===== src/rtl/simple_mem_arbiter.sv =====
// simple_mem_arbiter
// Two-requester round-robin arbiter and sequencer for a single-port-per-cycle
// 32 x 64 memory. After reset the whole memory is zero-filled. Then at most one
// access per cycle is granted, and read data is routed back to the requester
// that issued the read, READ_LATENCY cycles after acceptance.

module simple_mem_arbiter #(
   parameter int DATA_WIDTH   = 32,
   parameter int ADDR_WIDTH   = 6,
   parameter int READ_LATENCY = 1
) (
   input  logic                  clk,
   input  logic                  reset,

   input  logic                  req0_valid,
   input  logic                  req0_write,
   input  logic [ADDR_WIDTH-1:0] req0_addr,
   input  logic [DATA_WIDTH-1:0] req0_wr_data,
   output logic                  req0_ready,
   output logic                  rsp0_valid,
   output logic [DATA_WIDTH-1:0] rsp0_data,

   input  logic                  req1_valid,
   input  logic                  req1_write,
   input  logic [ADDR_WIDTH-1:0] req1_addr,
   input  logic [DATA_WIDTH-1:0] req1_wr_data,
   output logic                  req1_ready,
   output logic                  rsp1_valid,
   output logic [DATA_WIDTH-1:0] rsp1_data,

   output logic                  mem_wr_en,
   output logic [ADDR_WIDTH-1:0] mem_wr_addr,
   output logic [DATA_WIDTH-1:0] mem_wr_data,
   output logic                  mem_rd_en,
   output logic [ADDR_WIDTH-1:0] mem_rd_addr,
   input  logic [DATA_WIDTH-1:0] mem_rd_data,

   output logic                  init_done
);

   typedef enum logic {
      ST_INIT,
      ST_RUN
   } state_t;

   state_t                  state;
   logic [ADDR_WIDTH-1:0]   init_cnt;
   logic                    done_q;
   logic                    rr_ptr;

   logic                    run_active;
   logic                    grant0;
   logic                    grant1;
   logic                    accept;
   logic                    win_write;
   logic [ADDR_WIDTH-1:0]   win_addr;
   logic [DATA_WIDTH-1:0]   win_data;
   logic                    rd_accept;

   logic [READ_LATENCY-1:0] pipe_valid;
   logic [READ_LATENCY-1:0] pipe_id;
   logic                    tail_valid;
   logic                    tail_id;

   // Grants are only possible in RUN and are suppressed in the reset cycle itself,
   // so nothing reaches the memory while reset is being applied.
   assign run_active = (state == ST_RUN) && !reset;

   // Sequencer: walk init_cnt over every address once, then stay in RUN until reset.
   always_ff @(posedge clk) begin
      if (reset) begin
         state    <= ST_INIT;
         init_cnt <= '0;
         done_q   <= 1'b0;
      end else begin
         case (state)
            ST_INIT: begin
               init_cnt <= init_cnt + 1'b1;
               if (init_cnt == {ADDR_WIDTH{1'b1}}) begin
                  state  <= ST_RUN;
                  done_q <= 1'b1;
               end
            end
            ST_RUN: begin
               done_q <= 1'b1;
            end
            default: begin
               state    <= ST_INIT;
               init_cnt <= '0;
               done_q   <= 1'b0;
            end
         endcase
      end
   end

   // init_done reads low during the reset cycle even though done_q only clears on the edge.
   assign init_done = done_q && !reset;

   // Round-robin choice: a lone requester always wins, a tie goes to rr_ptr.
   always_comb begin
      grant0 = 1'b0;
      grant1 = 1'b0;
      if (run_active) begin
         if (req0_valid && (!req1_valid || (rr_ptr == 1'b0))) begin
            grant0 = 1'b1;
         end else if (req1_valid) begin
            grant1 = 1'b1;
         end
      end
   end

   assign req0_ready = grant0;
   assign req1_ready = grant1;
   assign accept     = grant0 || grant1;

   // Select the winning requester's command fields.
   always_comb begin
      win_write = 1'b0;
      win_addr  = '0;
      win_data  = '0;
      if (grant0) begin
         win_write = req0_write;
         win_addr  = req0_addr;
         win_data  = req0_wr_data;
      end else if (grant1) begin
         win_write = req1_write;
         win_addr  = req1_addr;
         win_data  = req1_wr_data;
      end
   end

   assign rd_accept = accept && !win_write;

   // Pointer moves to the loser after every accepted access, and is left alone when idle.
   always_ff @(posedge clk) begin
      if (reset) begin
         rr_ptr <= 1'b0;
      end else if (accept) begin
         rr_ptr <= grant0 ? 1'b1 : 1'b0;
      end
   end

   // Drive the memory: zero-fill sweep while initialising, otherwise the granted access.
   always_comb begin
      mem_wr_en   = 1'b0;
      mem_wr_addr = '0;
      mem_wr_data = '0;
      mem_rd_en   = 1'b0;
      mem_rd_addr = '0;
      if ((state == ST_INIT) && !reset) begin
         mem_wr_en   = 1'b1;
         mem_wr_addr = init_cnt;
         mem_wr_data = '0;
      end else if (accept) begin
         if (win_write) begin
            mem_wr_en   = 1'b1;
            mem_wr_addr = win_addr;
            mem_wr_data = win_data;
         end else begin
            mem_rd_en   = 1'b1;
            mem_rd_addr = win_addr;
         end
      end
   end

   // Response tag pipeline: one {valid, id} stage per cycle of memory read latency.
   always_ff @(posedge clk) begin
      if (reset) begin
         pipe_valid <= '0;
         pipe_id    <= '0;
      end else begin
         pipe_valid[0] <= rd_accept;
         pipe_id[0]    <= grant1;
         for (int i = 1; i < READ_LATENCY; i++) begin
            pipe_valid[i] <= pipe_valid[i-1];
            pipe_id[i]    <= pipe_id[i-1];
         end
      end
   end

   assign tail_valid = pipe_valid[READ_LATENCY-1] && !reset;
   assign tail_id    = pipe_id[READ_LATENCY-1];

   // Route the emerging read data to whichever requester issued it; data reads zero otherwise.
   always_comb begin
      rsp0_valid = 1'b0;
      rsp1_valid = 1'b0;
      rsp0_data  = '0;
      rsp1_data  = '0;
      if (tail_valid) begin
         if (tail_id == 1'b0) begin
            rsp0_valid = 1'b1;
            rsp0_data  = mem_rd_data;
         end else begin
            rsp1_valid = 1'b1;
            rsp1_data  = mem_rd_data;
         end
      end
   end

endmodule

===== config.mk =====
export PLATFORM = sky130hd
export DESIGN_NAME = simple_mem_arbiter
export DESIGN_NICKNAME = d
export VERILOG_FILES = /design/src/rtl/simple_mem_arbiter.sv
export SDC_FILE = /design/constraint.sdc
export NUM_CORES = 1
export LEC_CHECK = 0
export BUFFER_PORTS_ARGS = -buffer_cell sky130_fd_sc_hd__buf_2
export CAP_MARGIN = 15
export CORE_AREA = 8 8 82 84
export DETAILED_ROUTE_END_ITERATION = 7
export DIE_AREA = 0 0 90 92
export PLACE_DENSITY = 0.79
export SLEW_MARGIN = 20
export SYNTH_ARGS = -nofsm -noshare
export SYNTH_HDL_FRONTEND = slang
export SYNTH_SLANG_ARGS = --single-unit

===== constraint.sdc =====
create_clock -name clk -period 3.5 [get_ports clk]
set_input_delay 0.35 -clock clk [delete_from_list [all_inputs] [get_ports clk]]
set_output_delay 0.35 -clock clk [all_outputs]
set_load 0.01 [all_outputs]

## After elaboration in Yosys (flattened, before gate mapping)

Cells that the tools add are included.

| cells by class | value |
|---|---|
| add/sub/neg operators | 1 |
| equal/unequal tests | 2 |
| mux-type cells | 39 |
| bitwise gates (word level) | 2 |
| reductions and logical operators | 11 |

Operator list:

| operator | number |
|---|---|
| two-way mux 32 bit | 9 |
| two-way mux 6 bit | 8 |
| two-way mux 1 bit | 21 |
| adder 6 x 1 -> 6 bit, second input constant | 1 |
| equality test 6 bit, second input constant | 1 |
| logical AND 1 bit | 6 |
| zero test 1 bit | 3 |
| logical OR 1 bit | 2 |
| inequality test 2 bit, second input constant | 1 |
| inverter 1 bit | 2 |
| case mux 1 bit (2 select lines) | 1 |

| storage, ports and cells | value |
|---|---|
| flip-flop bits (word level) | 11 |
| bits of input ports | 114 |
| output and inout bits | 115 |
| logic and storage cells | 61 |

## Depth between registers and ports, before layout

Gate-level depths: netlist of run 1.

| depth | value |
|---|---|
| depth in word-level cells | 10 |
| mapped depth | 7 |
| depth with buffers taken out | 5 |

## Worst setup path after synthesis of run 1

Ideal clock, no wire load.

| path | value |
|---|---|
| kind | input-to-output |
| start point | in reset |
| end point | out mem_wr_addr[0] |
| arrival time | 1.464 ns |
| data required time | 3.150 ns |
| slack | 1.686 ns |
| stages | 7 |
| path buffers | 3 |
| cell sequence | buf_4 -> a21oi_1 -> and4_4 -> clkbuf_2 -> buf_4 -> nor2_1 -> o21ai_0 |

| on the way | value |
|---|---|
| word-level cells in the longest chain between the ends | 8 |
| elaborated cells on any way between the ends | 13 |
| classes of those cells | mux (9); reduce/logical (4) |

RTL lines:

| what | RTL line | RTL |
|---|---|---|
| from (decl) | 13 | `input logic reset,` |
| zero test 1 bit (*) | 67, 150 |  |
| logical AND 1 bit | 67 | `assign run_active = (state == ST_RUN) && !reset;` |
| two-way mux 1 bit | 103 | `if (run_active) begin` |
| two-way mux 6 bit or two-way mux 1 bit (tied branches) | 125 | `end else if (grant1) begin` |
| two-way mux 6 bit or two-way mux 1 bit (tied branches) | 121 | `if (grant0) begin` |
| two-way mux 6 bit | 155 | `if (win_write) begin` |
| two-way mux 6 bit | 154 | `end else if (accept) begin` |
| two-way mux 6 bit (*) | 150 | `if ((state == ST_INIT) && !reset) begin` |
| to (decl) | 32 | `output logic [ADDR_WIDTH-1:0] mem_wr_addr,` |

Mark *: on every way between the ends. The rest lies on a longest branch, timed or not.

## Final worst setup path of run 1

| path | value |
|---|---|
| start point | reg state |
| end point | out mem_wr_addr[4] |

| on the way | value |
|---|---|
| word-level cells in the longest chain between the ends | 7 |
| elaborated cells on any way between the ends | 13 |
| classes of those cells | mux (9); bitwise (1); reduce/logical (3) |

RTL lines:

| what | RTL line | RTL |
|---|---|---|
| from (decl) | 46 | `state_t state;` |
| from (signal assigned) | 72 | `state <= ST_INIT;` |
| from (signal assigned) | 80 | `state <= ST_RUN;` |
| from (signal assigned) | 88 | `state <= ST_INIT;` |
| logical AND 1 bit | 67 |  |
| two-way mux 1 bit | 103 |  |
| two-way mux 6 bit or two-way mux 1 bit (tied branches) | 125 |  |
| two-way mux 6 bit or two-way mux 1 bit (tied branches) | 121 |  |
| two-way mux 6 bit | 155 |  |
| two-way mux 6 bit | 154 |  |
| two-way mux 6 bit (*) | 150 |  |

Marked as above.

==> results.cfg, run 1 <==
[drt]
drt_iter0_drc = 102
post_drt_via_cell_ratio = 4.65
drc_errors = 0
wirelength_mm = 8.13
drt_pass1_iterations = 4
routed-via-count = 2267
antenna_left = 0
wl_per_cell_um = 16.7

[cts]
htreeDepth = 1
cts_resized = 0
cts_made_buffers = 3
clkLatencyLatePin_ps = 240
cts_setup_buffers = 0
cts-root-buf = clkbuf_8
cts_hold_buf = 0
clk_pin_slew_ps = 50
clkSinkCount = 11
cts_tree = built
clockBufferDepth = 2

[grt]
grt_max_degree = 41
grt_pass1_vias = 2228
grt_util_all_layers = 0.178
grt_pass1_wl_mm = 12.4
antenna_found_initial = 0
overflow = 0

[logic_synthesis]
synth_top_family_by_area = simple AND/OR/NAND/NOR gates
synth_most_common_cell = and2_1
synth_flop_cell = dfxtp_1
synth.area.top_cells = and2_1 (27%), a22o_1 (19%), dfxtp_1 (15%)
ys_types = 35
synth_common_cells = and2_1 (64), a22o_1 (32), a22oi_1 (12)
synth_edf_count = 0
synth_compound_area_frac = 0.294
yosysSeqAreaShare = 0.146
synth_simple_gate_area_frac = 0.428
synth_area_leader_cell = and2_1
netlist.area_leader.share = 0.266
yosysWarningCount = 0
synth_xor_area_frac = 0.0233
syn_inst = 202
synth_seq_cells = 11
syn_area_um2 = 1510
syn_area_per_cell_um2 = 7.46
synthMuxAreaShare = 0.00664
synth-async-reset-ratio = 0
syn-num-nets = 317
synth_fa_ha_area_frac = 0.00831

[critical_path]
crit_cells = 6
crit_start = state
path_buf_inv = 2
crit_fanout = 25
reg2reg_slack_ps = 1580
worstReg2RegStart = state
cp.required_ps = 3150
startpoint_type = flip-flop
path_class = flip-flop to output pin
cp_slowest_stage_delay_ps = 580
r2r_cells = 4
arrival_ps = 2290
critPathCapture = mem_wr_addr[4]
crit_family = simple AND/OR/NAND/NOR gates
reg2reg_to = pipe_valid
crit_path_top_delay_cell = dfxtp_1
critPathCaptureType = output pin
cp_cell_sequence = nand2_4, nor4b_4, buf_4, a31oi_1, o21ai_0, buf_2

[timing]
finalCriticalPeriod_ps = 2640
relSlewSlack = 0.444
slew_viol_final = 0
grt_setup_unrepaired = no
setup_viol_count_final = 0
final_hold_viol_count = 0
final.period_utilization = 0.753
max_clock_freq_ghz = 0.379
setup_tns_ps = 0
tightest_slew_ps = 834
skew_ps = 3.95
holdWs_ps = 445

[final_layout]
seqCellArea_um2 = 220
drive_above_1_share = 0.594
fin_nets = 532
diodes = 0
fin_cells = 488
fillers = 533
area_delta_synth_final_pct = 77.5
multiInputGateArea_um2 = 1150
final_core_util = 0.495

[place]
port_buffers = 228
dp_cells = 484
dp_hpwl_mm = 6.99
place_congestion = 0.912

[pwr]
leakage_nw = 1.66
internal_power_uw = 259
clockPowerShare = 0.359
seq_power_share = 0.382
power_density_nw_per_um2 = 130
power_uw = 347
swShare = 0.253
pwr-share-comb = 0.259
irDropWorstVdd_mv = 0.107
switchingPower_uw = 87.9

[die]
die_area_um2 = 8280
rows = 27
die_h_um = 92
fp.dieW_um = 90
ios = 229
core_area_um2 = 5410
initial_core_util = 0.279

[run]
cap_viol_max_count = 0

[worst_hold_path]
hold_path.class = primary input to flip-flop

[run_status]
status = complete, no violations
[placed cells by master, fill, tap and decap left out]
cell      synthesis  routed
nor2_1           10      10
xnor2_1           1       1
nor3_1            1       1
nand3_1           1       1
mux2i_1           1       1
and3_1            2       2
nand2_1           7       7
a22o_1           32      32
o21ai_1           1       1
nor3b_2           0       1
inv_2             2       2
and3b_1           1       1
nand2_4           1       1
a22oi_1          12      12
and2b_1           1       1
buf_4             3       2
buf_2             4     228
nor2b_1           2       2
nor2_2            6       6
ha_1              1       1
a31oi_1           2       2
or3_1             3       3
nor3_2            1       1
xor2_1            3       3
clkinv_2          0       1
o21ai_0           7       7
nor4b_4           1       1
and2_1           64      64
clkbuf_8          0       3
inv_1             1       1
and4_4            1       1
a21oi_1           4       4
nand4b_1          1       1
dfxtp_1          11      11
[logic make-up (layout without fill, tap and decap cells)]
kind of cell | count (synthesis) | in the layout
compound gates | 58 | 58
fa+ha+maj | 1 | 1
flops | 11 | 11
buf+inv | 23 | 237
xor+xnor | 4 | 4
simple gates | 104 | 104
mux | 1 | 1
[worst min-delay path, cell delays in order]
cell	delay, ps
buf_2	130
nand2_4	100
nor3_1	50
[routing by layer]
metal / GRT usage / share of wire
met5: 0 / 0
met4: 0.0388 / 0.0096
met3: 0.0440 / 0.063
met2: 0.348 / 0.54
met1: 0.187 / 0.38
[flip-flops by register name (all words and copies together), names as in the netlist]
name / count
init_cnt: 6
state: 1
pipe_id: 1
pipe_valid: 1
done_q: 1
rr_ptr: 1
[worst min-delay path by stage]
stage                     startpoint      end  slack, ps  cells past startpoint
after detailed placement      done_q   done_q        450                      2
after CTS                 req1_valid  pipe_id        440                      3
after global routing      req1_valid  pipe_id        450                      3
after floorplan               done_q   done_q        430                      2
final                     req1_valid  pipe_id        450                      3
after global placement        done_q   done_q        440                      2
[layout make-up]
cell class	count	share of cell area
well taps	72	0.0337
repair buffers	230	0.432
clock buffers	3	0.0154
clock inverters	1	0.00187
multi-input cells	168	0.430
flip-flops and latches	11	0.0824
inverters	3	0.00421
[stage by stage]
| step | instance area, um2 | setup WS (ps) |
|---|---|---|
| global route | 2670 | 677 |
| CTS | 2670 | 843 |
| detailed placement | 2630 | 1120 |
| global placement | 2630 | 1190 |
| finish | 2670 | 865 |
| floorplan | 1510 | 1690 |
[power groups by stage]
stage               registers (mW)  logic, mW  clock network (mW)
finish                       0.133     0.0900               0.125
global route                 0.133      0.100               0.138
CTS                          0.132     0.0903               0.127
detailed placement           0.135     0.0897                   0
global placement             0.135     0.0860                   0
floorplan                    0.134     0.0172                   0
(Power assumes the default switching activity.)
==> run 2: changes to the inputs <==
==> constraint.sdc (replaced) <==
create_clock -name clk -period 2.7 [get_ports clk]
set_input_delay 0.27 -clock clk [delete_from_list [all_inputs] [get_ports clk]]
set_output_delay 0.27 -clock clk [all_outputs]
set_load 0.01 [all_outputs]
==> run 2 against run 1 <==
Effect of this change: non-clock buffer count unchanged; sequential power up 29%; critical path type unchanged; clock-buffer cell count up 1; critical endpoint is now mem_wr_addr[0]; total power up 30%; combinational power up 28%; critical path depth down 1; setup slack worse by 550 ps; wire length down 1.5%; first-iteration DRC count down 33%; flip-flop and latch count unchanged; die area unchanged; final cell count up 0.20%.
==> results.cfg, run 2 (same netlist as run 1, synthesis figures left out) <==
[cts]
cts_tree = built
clk_pin_slew_ps = 50
cts-root-buf = clkbuf_8
cts_resized = 0
clockBufferDepth = 2
htreeDepth = 1
cts_hold_buf = 0
clkLatencyLatePin_ps = 240
clkSinkCount = 11
cts_setup_buffers = 0
cts_made_buffers = 3

[grt]
grt_util_all_layers = 0.175
overflow = 0
grt_pass1_vias = 2177
antenna_found_initial = 1
grt_pass1_wl_mm = 12.1
grtUsageMet2 = 0.330
use_met3 = 0.0456
gr-usage-met1 = 0.185
busiest_layer = met2
grt_max_degree = 41

[final_layout]
final_common_cell = buf_2
final_core_util = 0.495
most-common-layout-cells = buf_2 (228), and2_1 (64), a22o_1 (32), a22oi_1 (12), dfxtp_1 (11)
fin_nets = 532
area_delta_synth_final_pct = 77.6
fin_area_um2 = 2680
drive_above_1_share = 0.591
largest_reg_flops = 6
largest_register = init_cnt

[critical_path]
path_buf_inv = 1
crit_family = simple AND/OR/NAND/NOR gates
cp.required_ps = 2430
reg2reg_slack_ps = 950
cp_slowest_stage_delay_ps = 590
arrival_ps = 2120
crit_path_top_delay_cell = nor3_2
startpoint_type = flip-flop
cp_cell_sequence = nand2_4, nor3_2, a22oi_1, o21ai_0, buf_2
crit_fanout = 12
critPathCaptureType = output pin
path_class = flip-flop to output pin

[worst_hold_path]
hold_path.class = primary input to flip-flop

[drt]
wirelength_mm = 8.01
drc_errors = 0
drt_iter0_drc = 68
routed-via-count = 2294
drt_pass1_iterations = 4
wl_per_cell_um = 16.4
antenna_left = 0
post_drt_via_cell_ratio = 4.69

[pwr]
clockPowerShare = 0.362
pwr-share-comb = 0.256
seq_power_share = 0.382
swShare = 0.248
power_density_nw_per_um2 = 168
internal_power_uw = 338
switchingPower_uw = 112
irDropWorstVdd_mv = 0.251
leakage_nw = 1.66

[timing]
final_hold_viol_count = 0
slew_viol_final = 0
setup_viol_count_final = 0
finalCriticalPeriod_ps = 2390
tightest_slew_ps = 853
grt_setup_unrepaired = no
max_clock_freq_ghz = 0.419
relSlewSlack = 0.432
setup_tns_ps = 0
final.period_utilization = 0.884
skew_ps = 5.04

[die]
die_h_um = 92
core_area_um2 = 5410
fp.dieW_um = 90
initial_core_util = 0.279
ios = 229
die_area_um2 = 8280
rows = 27

[run]
cap_viol_max_count = 0

[place]
place_congestion = 0.863
dp_hpwl_mm = 6.87
port_buffers = 228
placed_area_um2 = 2630

[run_status]
status = complete, no violations
==> run 2: cell types whose count changed in the layout (fill, tap and decap cells not counted) <==
cell and change:
clkbuf_1 +1, clkinv_2 -1, diode_2 +1
==> run 2: worst min-delay path: stages <==
cell     delay [ps]
buf_2           130
nand2_4          90
nor3_1           60
==> run 2: power groups by stage <==
stage	clock, mW	combinational, mW	sequential, mW
final	0.163	0.115	0.172
after floorplan	0	0.0223	0.173
after global placement	0	0.111	0.175
after CTS	0.170	0.115	0.172
after global routing	0.175	0.129	0.172
after detailed placement	0	0.114	0.175
==> run 2: final cells by class <==
cell class	count	area (um2)
inverter	3	11.3
clock buffer	4	45.0
sequential	11	220
tap	72	90.1
timing repair buffer	230	1160
multi-input combinational	168	1150
antenna	1	2.50
fill	531	2730
==> run 2: stage by stage <==
| step | setup WS, ps | cells | power (mW) | hold WS [ps] |
|---|---|---|---|---|
| floorplan | 1050 | 202 | 0.196 | 432 |
| global placement | 605 | 484 | 0.286 | 442 |
| detailed placement | 539 | 484 | 0.289 | 446 |
| CTS | 337 | 488 | 0.457 | 367 |
| global route | 181 | 489 | 0.476 | 380 |
| finish | 314 | 489 | 0.450 | 372 |
==> run 2: worst paths after layout <==
check / end / cells after the start / start
worst min register to register: done_q / 2 / done_q
worst min-delay path: pipe_id / 3 / req1_valid
worst max register to register: pipe_valid / 3 / state
worst max-delay path: mem_wr_addr[0] / 5 / state
==> run 2: routing by layer <==
layer | up-vias | share of wire
met1 | 1047 | 0.38
met3 | 8 | 0.073
met4 | 0 | 0.011
met5 | - | 0
li1 | 1137 | -
met2 | 102 | 0.54
==> run 3: changes to the inputs <==
--- a/config.mk
+++ b/config.mk
@@ -7,10 +7,10 @@
 export LEC_CHECK = 0
 export BUFFER_PORTS_ARGS = -buffer_cell sky130_fd_sc_hd__buf_2
 export CAP_MARGIN = 15
-export CORE_AREA = 8 8 82 84
+export CORE_AREA = 2 2 88 90
 export DETAILED_ROUTE_END_ITERATION = 7
 export DIE_AREA = 0 0 90 92
-export PLACE_DENSITY = 0.79
+export PLACE_DENSITY = 0.61
 export SLEW_MARGIN = 20
 export SYNTH_ARGS = -nofsm -noshare
 export SYNTH_HDL_FRONTEND = slang
==> constraint.sdc (replaced) <==
create_clock -name clk -period 2.4 [get_ports clk]
set_input_delay 0.24 -clock clk [delete_from_list [all_inputs] [get_ports clk]]
set_output_delay 0.24 -clock clk [all_outputs]
set_load 0.01 [all_outputs]
==> run 3 against run 2 <==
Effect of this change: via count rose by 0.31%; combinational power rose by 15%; die area did not move; highest routed layer unchanged; hold slack got worse by 37 ps; critical endpoint is now mem_wr_addr[4]; critical path type unchanged; largest cell class unchanged; total power rose by 14%.
==> results.cfg, run 3 (same netlist as run 1, synthesis figures left out) <==
[timing]
skew_ps = 4.94
slew_viol_final = 0
relSlewSlack = 0.709
grt_setup_unrepaired = no
final.period_utilization = 0.922
finalCriticalPeriod_ps = 2210
tightest_slew_ps = 437
setup_tns_ps = 0
fin_ws_ps = 188
setup_viol_count_final = 0
max_clock_freq_ghz = 0.452
final_hold_viol_count = 0

[final_layout]
diodes = 0
final_core_util = 0.367
fin_area_um2 = 2730
final_common_cell = buf_2
largest_register = init_cnt
area_delta_synth_final_pct = 81.5
largest_reg_flops = 6
fin_nets = 535
most-common-layout-cells = buf_2 (228), and2_1 (64), a22o_1 (32), a22oi_1 (12), dfxtp_1 (11)
drive_above_1_share = 0.597

[die]
initial_core_util = 0.202
core_area_um2 = 7450
die_h_um = 92
fp.dieW_um = 90
die_area_um2 = 8280
rows = 32
ios = 229

[drt]
post_drt_via_cell_ratio = 4.42
wl_per_cell_um = 12.8
routed-via-count = 2301
drc_errors = 0
wirelength_mm = 6.69
antenna_left = 0
drt_iter0_drc = 55
drt_pass1_iterations = 4

[cts]
clk_pin_slew_ps = 50
clkSinkCount = 11
cts_made_buffers = 3
cts_resized = 0
cts_setup_buffers = 0
htreeDepth = 1
cts_tree = built
cts_hold_buf = 0
clkLatencyLatePin_ps = 250
clockBufferDepth = 2
cts-root-buf = clkbuf_8

[place]
dp_hpwl_mm = 5.49
place_congestion = 0.855
dp_slack_ps = 431
placed_area_um2 = 2690
port_buffers = 228

[critical_path]
cp.required_ps = 2160
path_class = flip-flop to output pin
crit_fanout = 34
startpoint_type = flip-flop
critPathCaptureType = output pin
arrival_ps = 1970

[grt]
grt_pass1_vias = 2058
grt_util_all_layers = 0.148
overflow = 0
grt_pass1_wl_mm = 10.4
grt_max_degree = 35
antenna_found_initial = 0

[run_status]
status = complete, no violations

[run]
cap_viol_max_count = 0

[pwr]
irDropWorstVdd_mv = 0.246
leakage_nw = 1.67
power_uw = 515
power_density_nw_per_um2 = 188

[worst_hold_path]
hold_path.class = primary input to flip-flop
run 3: critical path: stages (launching register included):
cell and delay (ps):
dfxtp_1 580, nand2_4 120, nor4b_4 280, buf_4 370, a31oi_1 60, o21ai_0 160
buf_2 150
run 3: report_power, final:
part | leakage (nW) | switching [mW] | internal, mW | total, mW
combinational | 1.56 | 0.0553 | 0.0764 | 0.132
clock | 0.0255 | 0.0752 | 0.114 | 0.190
sequential | 0.0892 | 0.00612 | 0.188 | 0.194
total | 1.67 | 0.137 | 0.378 | 0.515
run 3: path summary, 6_finish.rpt:
| path | start | endpoint | slack [ps] | cells after the start |
|---|---|---|---|---|
| setup reg to reg | state | pipe_valid | 810 | 4 |
| hold reg to reg | done_q | done_q | 450 | 2 |
| setup / recovery | state | mem_wr_addr[4] | 190 | 6 |
| hold / removal | req1_valid | pipe_id | 330 | 3 |
run 3: final cells by class:
cell class	count	area (um2)
inverters	3	11.3
repair buffers	233	1180
well taps	102	128
flip-flops and latches	11	220
fillers	832	4710
clock buffers	3	41.3
clock inverters	1	5.00
multi-input cells	168	1150
run 3: per-stage QoR:
| step | instances | hold slack [ps] |
|---|---|---|
| detailed placement | 517 | 448 |
| CTS | 521 | 330 |
| global placement | 517 | 447 |
| finish | 521 | 335 |
| floorplan | 202 | 410 |
| global route | 521 | 347 |
run 3: per-layer routing:
layer | track usage | up-vias | part of all wire
met1 | 0.182 | 1051 | 0.41
met2 | 0.267 | 98 | 0.51
met5 | 0 | - | 0
met3 | 0.0230 | 9 | 0.058
met4 | 0.0397 | 0 | 0.015
li1 | - | 1143 | -
